**src/rtl/sram_ctrl_pkg.sv**
```systemverilog
// sram_ctrl_pkg
//   Shared definitions for the SRAM controller and the surrounding pipeline:
//   - default data/address widths of the 32-bit pipeline and the 16-bit SRAM
//   - controller state encoding (2-bit constants plus a typed enum)
//   - pipeline opcode constants
//   - freeze helper used by the datapath stall logic
package sram_ctrl_pkg;

   localparam int unsigned DEF_DATA_W  = 32;
   localparam int unsigned DEF_SRAM_DW = 16;
   localparam int unsigned DEF_SRAM_AW = 18;

   localparam logic [1:0] ST_IDLE = 2'd0;
   localparam logic [1:0] ST_LOW  = 2'd1;
   localparam logic [1:0] ST_HIGH = 2'd2;
   localparam logic [1:0] ST_DONE = 2'd3;

   typedef enum logic [1:0] {
      StIdle = ST_IDLE,
      StLow  = ST_LOW,
      StHigh = ST_HIGH,
      StDone = ST_DONE
   } state_e;

   // Pipeline execute-stage opcodes
   localparam logic [3:0] OP_NOP = 4'd0;
   localparam logic [3:0] OP_ADD = 4'd1;
   localparam logic [3:0] OP_SUB = 4'd2;
   localparam logic [3:0] OP_AND = 4'd3;
   localparam logic [3:0] OP_ORR = 4'd4;
   localparam logic [3:0] OP_EOR = 4'd5;
   localparam logic [3:0] OP_MOV = 4'd6;
   localparam logic [3:0] OP_LDR = 4'd8;
   localparam logic [3:0] OP_STR = 4'd9;
   localparam logic [3:0] OP_B   = 4'd10;

   // The whole pipeline stalls while memory is busy or a hazard is pending.
   function automatic logic pipe_freeze(input logic ready, input logic hazard);
      return ~ready | hazard;
   endfunction

endpackage

```
**src/rtl/sram_ctrl_wait_counter.sv**
```systemverilog
// sram_ctrl_wait_counter
//   4-bit wait-state counter. Counts up every cycle, returns to zero on clear
//   or reset, and flags the last cycle of a WAIT_CYCLES-long hold.
// Ports:
//   clk    clock, rising edge
//   rst    synchronous active-high reset
//   clear  reload the count with zero (asserted on every state change)
//   tc     terminal count: current cycle is the last of WAIT_CYCLES
module sram_ctrl_wait_counter #(
   parameter int unsigned WAIT_CYCLES = 4
) (
   input  logic clk,
   input  logic rst,
   input  logic clear,
   output logic tc
);

   localparam logic [3:0] TcVal = 4'(WAIT_CYCLES - 1);

   logic [3:0] cnt_q;

   always_ff @(posedge clk) begin
      if (rst || clear) begin
         cnt_q <= 4'd0;
      end else begin
         cnt_q <= cnt_q + 4'd1;
      end
   end

   assign tc = (cnt_q == TcVal);

endmodule

```
**src/rtl/sram_ctrl.sv**
```systemverilog
// sram_ctrl
//   Bridges one 32-bit pipeline memory access onto a 16-bit asynchronous SRAM
//   as two half-word accesses (low half first), each held WAIT_CYCLES cycles.
//   ready drops while an access is in flight so the pipeline freezes.
// Ports:
//   clk, rst     clock and synchronous active-high reset
//   rd_en/wr_en  load/store request (store wins when both are set)
//   address      byte address; BASE_ADDR maps to SRAM word 0
//   write_data   store data
//   read_data    load data, valid in the ready cycle that ends a read
//   ready        0 = pipeline must freeze
//   sram_*       SRAM half-word address, write data, read data, write enable_n
module sram_ctrl
   import sram_ctrl_pkg::*;
#(
   parameter int unsigned DATA_W      = DEF_DATA_W,
   parameter int unsigned SRAM_DW     = DEF_SRAM_DW,
   parameter int unsigned SRAM_AW     = DEF_SRAM_AW,
   parameter int unsigned WAIT_CYCLES = 4,
   parameter int unsigned BASE_ADDR   = 1024
) (
   input  logic               clk,
   input  logic               rst,
   input  logic               rd_en,
   input  logic               wr_en,
   input  logic [31:0]        address,
   input  logic [DATA_W-1:0]  write_data,
   output logic [DATA_W-1:0]  read_data,
   output logic               ready,
   output logic [SRAM_AW-1:0] sram_addr,
   output logic [SRAM_DW-1:0] sram_wdata,
   input  logic [SRAM_DW-1:0] sram_rdata,
   output logic               sram_we_n
);

   state_e state_q, state_d;
   logic   is_write_q;
   logic   tc;
   logic   req;
   logic   in_access;
   logic   half;

   logic [DATA_W-1:0]  read_data_q;
   logic [SRAM_DW-1:0] rdata_lo_q;
   logic [31:0]        byte_off;
   logic               unused_addr_bits;

   assign req       = rd_en | wr_en;
   assign in_access = (state_q == StLow) || (state_q == StHigh);
   assign half      = (state_q == StHigh);

   sram_ctrl_wait_counter #(
      .WAIT_CYCLES(WAIT_CYCLES)
   ) u_wait_counter (
      .clk  (clk),
      .rst  (rst),
      .clear(state_d != state_q),
      .tc   (tc)
   );

   always_comb begin
      state_d = state_q;
      case (state_q)
         StIdle:  if (req) state_d = StLow;
         StLow:   if (tc)  state_d = StHigh;
         StHigh:  if (tc)  state_d = StDone;
         StDone:  state_d = StIdle;
         default: state_d = StIdle;
      endcase
   end

   always_ff @(posedge clk) begin
      if (rst) begin
         state_q     <= StIdle;
         is_write_q  <= 1'b0;
         rdata_lo_q  <= '0;
         read_data_q <= '0;
      end else begin
         state_q <= state_d;
         // Request type is frozen for the whole access; a store wins over a load.
         if (state_q == StIdle && state_d == StLow) begin
            is_write_q <= wr_en;
         end
         // Low half is parked in a shadow so read_data only changes as a whole
         // word when the read completes.
         if (!is_write_q && state_q == StLow && tc) begin
            rdata_lo_q <= sram_rdata;
         end
         if (!is_write_q && state_q == StHigh && tc) begin
            read_data_q <= {sram_rdata, rdata_lo_q};
         end
      end
   end

   // Reset is synchronous, so the state register may still be mid-access while
   // rst is high; ready must already behave as in IDLE then.
   always_comb begin
      if (rst || state_q == StIdle) begin
         ready = ~req;
      end else begin
         ready = (state_q == StDone);
      end
   end

   // Bit SRAM_AW..2 of the byte offset is the word index truncated to
   // SRAM_AW-1 bits; low addresses wrap modulo the SRAM size.
   assign byte_off         = address - 32'(BASE_ADDR);
   assign unused_addr_bits = ^{byte_off[31:SRAM_AW+1], byte_off[1:0]};

   assign sram_addr  = {byte_off[SRAM_AW:2], half};
   assign sram_wdata = half ? write_data[DATA_W-1:SRAM_DW] : write_data[SRAM_DW-1:0];
   assign sram_we_n  = ~(is_write_q & in_access);
   assign read_data  = read_data_q;

endmodule

```
**config.mk**
```make
export PLATFORM = sky130hd
export DESIGN_NAME = sram_ctrl
export DESIGN_NICKNAME = d
export VERILOG_FILES = /design/src/rtl/sram_ctrl_pkg.sv /design/src/rtl/sram_ctrl_wait_counter.sv /design/src/rtl/sram_ctrl.sv
export SDC_FILE = /design/constraint.sdc
export NUM_CORES = 1
export LEC_CHECK = 0
export CAP_MARGIN = 20
export CORE_MARGIN = 2
export CORE_UTILIZATION = 38
export CTS_CLUSTER_SIZE = 25
export DETAILED_ROUTE_END_ITERATION = 12
export PLACE_DENSITY = 0.91
export SYNTH_ARGS = -nofsm -noshare
export SYNTH_HDL_FRONTEND = slang
export SYNTH_SLANG_ARGS = --single-unit
```
**constraint.sdc**
```tcl
create_clock -name clk -period 1.9 [get_ports clk]
set_input_delay 0.475 -clock clk [delete_from_list [all_inputs] [get_ports clk]]
set_output_delay 0.475 -clock clk [all_outputs]
set_load 0.02 [all_outputs]
```
==> summary.md <==
* **outcome** complete, but fails checks
* **violated checks** negative setup slack
* **gate family responsible for the most delay along the worst path** buffers and inverters
* **YS warnings** 0
* **Critical Path Stages** 5
* **largest driver fanout on the critical path** 4
* **Chip Width** 85.9 um
* **startpoint types** flop
* **largest net degree at the start of global routing** 54
* **part of the cycle the worst path needs** 106%
* **area of the mapped netlist** 0.00255 mm^2
* **Tot GR Track Use** 20.3%
* **worst slew pin tran** 0.542 ns
* **number of DRC markers in iteration 0** 111
* **unrepaired setup endpoints after global routing** true
* **HPWL after detailed placement** 5.46 mm
* **number of rows in the core area** 29
* **TritonCTS Sinks** 55
* **first-pass detailed-route iteration total** 4
* **share of cells above drive strength 1** 26.1%
* **number of violations of the max-capacitance limit** 0
* **later-pin clock latency in the skew report** 0.30 ns
* **utilization after layout** 65.8%
* **average via count per standard cell** 5.02
* **cell at the slowest stage of the critical path** dfxtp_2
* **critical path start-end classification** reg2out
* **clock buffer depth** 2
* **average cell area after synthesis** 8.25 um^2
* **count of cells along the worst register-to-register path** 6
* **Synth area leaders** dfxtp_1 43%, nand2_1 15%, a21oi_1 9.6%, mux2_2 7.5%, buf_4 3.5%
* **R2R Path Start** state_q[1]$_SDFF_PP0_
* **die footprint** 0.00738 mm^2
* **number of input and output port buffers inserted** 120
* **capturing element of the worst setup path** sram_wdata[8]
* **slack of the worst reg-to-reg path** 0.19 ns
* **buffer and inverter count on the worst path** 3
* **count of nets after finishing** 530
* **Commonest cells post-synth** 103 x nand2_1, 55 x dfxtp_1, 49 x a21oi_1
* **Final ANT Viol Nets** 0
* **post-placement cell count** 503
* **most instantiated flip-flop cell in the synthesis netlist** dfxtp_1
* **number of buffers added by the clock tree synthesis step** 5
* **worst slack at placement** -0.915 ns
* **minimum clock period after layout** 2.01 ns
* **Distinct cells, synth** 30
* **Highest Clock Rate** 0.498 GHz
* **#FFs+latches synth** 55
* **placed standard-cell area** 0.00387 mm^2
* **worst hold path type** reg2reg
* **Pwr per Cell Area** 562 mW/mm^2
* **peak supply drop** 0.329 mV
* **initial antenna violation count** 1
* **most frequent cell after synthesis** nand2_1
* **worst-case clock skew** 0.00467 ns
* **number of pins exceeding their max-slew limit in the final report** 0
* **routed vias** 2,598
* **area share of the largest cell type after synthesis** 43.2%
* **post-layout worst setup margin** -0.109 ns
* **Core Footprint** 0.00642 mm^2
* **via count of the first global-routing pass** 2,617
* **count of flip-flops with a built-in enable after synthesis** 0
* **Layout area overhead** 65.8%
* **Relative slew margins** 63.8%
* **CP peak stage delay** 0.34 ns
* **die boundary height** 85.9 um
* **Post-synth ARST share** 0%
* **final design instance area without fill** 0.00423 mm^2
* **number of setup violations in the final report** 17
* **mean routed wirelength per cell** 15.6 um
* **total detailed-routing wirelength** 8.10 mm
* **effective utilization at floorplan** 39.7%
* **Arr. time, crit path** 1.53 ns
* **boundary pin count** 152
* **remaining global-route overflow** 0
* **non-filler cells, final** 518
* **TritonCTS clock tree** built
* **first-pass GRT wire length** 12.0 mm
* **Crit. Startpoint** state_q[0]$_SDFF_PP0_
* **sum of internal, switching and leakage power** 2.37 mW
* **htree depth** 2
* **sequential fraction of the synthesis area** 43.2%
* **CP Capture Type** output port
* **WP data required** 1.42 ns
* **Yosys top cell by area** dfxtp_1
* **total DRC errors in the routed layout** 0
* **capture point of the worst reg-to-reg path** u_wait_counter.cnt_q[2]$_SDFF_PP0_
* **clock-pin slew on the worst setup and hold paths** 0.09 ns
* **leak pwr** 1.59 nW
* **global placer's final weighted congestion** 0.738
* **Synth Net Count** 400
* **Final Hold Vio Count** 0
* **critical-path cell list** inv_4 > ha_4 > clkbuf_16 > mux2_4 > buf_6
* **clock root buffer** clkbuf_8
* **synthesized instance count** 309
==> layer usage <==
metal / vias up / part of all wire, % / track usage (%)
met5: - / 0 / 0
met4: 0 / 2.4 / 3.75
met3: 14 / 8.6 / 6.83
met2: 124 / 52 / 39.1
met1: 1195 / 36 / 21.3
li1: 1265 / - / -
==> logic make-up (layout without fill, tap and decap cells) <==
logic type	Yosys count	in the layout	synth area share (%)
AO/OA/AOI/OAI	59	59	12.6
XOR/XNOR	9	9	3.09
adder cells (fa/ha/maj)	7	7	3.43
buffers and inverters	33	164	8.54
flip-flops	55	55	43.2
multiplexers	17	17	7.51
other	0	1	0
AND/OR/NAND/NOR	129	129	21.6
==> cells in the final DEF, fill, tap and decap left out, types with 6 or more instances in the layout <==
cell type        count
nand2_1            100
buf_6               22
clkbuf_8             7
clkdlybuf4s50_1     85
buf_4               29
nor2_1               6
dfxtp_1             53
mux2_4              17
a21oi_1             49
==> through the flow <==
step / hold slack [ns] / setup TNS [ns]
finish: 0.458 / -1.48
global route: 0.479 / -2.12
CTS: 0.459 / -1.23
detailed placement: 0.447 / -11.17
global placement: 0.437 / -10.66
floorplan: 0.429 / 0
==> area by class of cell <==
class | count | area [um^2]
diodes | 1 | 2.50
clock buffers | 8 | 100
fillers | 485 | 2190
inverters | 5 | 25.0
multi-input cells | 221 | 1400
flip-flops and latches | 55 | 1110
well taps | 77 | 96.3
repair buffers | 151 | 1500
==> power breakdown <==
group / switching (mW) / internal [mW] / total, mW
registers: 0.0149 / 1.17 / 1.18
clock network: 0.359 / 0.333 / 0.692
logic: 0.216 / 0.284 / 0.500
==> registers in the layout, summed over array words and instances (netlist names) <==
| register | cells |
|---|---|
| is_write_q | 1 |
| rdata_lo_q | 16 |
| read_data | 32 |
| state_q | 2 |
| u_wait_counter.cnt_q | 4 |
==> worst min-delay path by stage <==
stage | to | depth (start not counted) | slack (ns) | start
final | read_data[12]$_SDFFE_PP0P_ | 2 | 0.46 | read_data[12]$_SDFFE_PP0P_
after detailed placement | read_data[30]$_SDFFE_PP0P_ | 2 | 0.45 | read_data[30]$_SDFFE_PP0P_
after CTS | read_data[25]$_SDFFE_PP0P_ | 2 | 0.46 | read_data[25]$_SDFFE_PP0P_
after floorplan | u_wait_counter.cnt_q[0]$_SDFF_PP0_ | 1 | 0.43 | u_wait_counter.cnt_q[0]$_SDFF_PP0_
after global placement | read_data[14]$_SDFFE_PP0P_ | 2 | 0.44 | rdata_lo_q[14]$_SDFFE_PP0P_
after global routing | read_data[5]$_SDFFE_PP0P_ | 2 | 0.48 | rdata_lo_q[5]$_SDFFE_PP0P_
==> worst register-to-register path, stage by stage (launching register included) <==
cell and delay, ns:
dfxtp_4 0.38, inv_2 0.05, ha_1 0.20, buf_4 0.17, a2111o_1 0.39, a22o_2 0.26, nor3_1 0.19
==> what timing repair did <==
item                                    4_1_cts  5_1_grt
pin swaps                                    10        6
gates resized for setup                     184       41
gates cloned                                  1        1
setup buffers                                 3        1
endpoints found under the setup margin       28       27
hold buffers                                  0        0
Power figures use the tool's default switching activity.
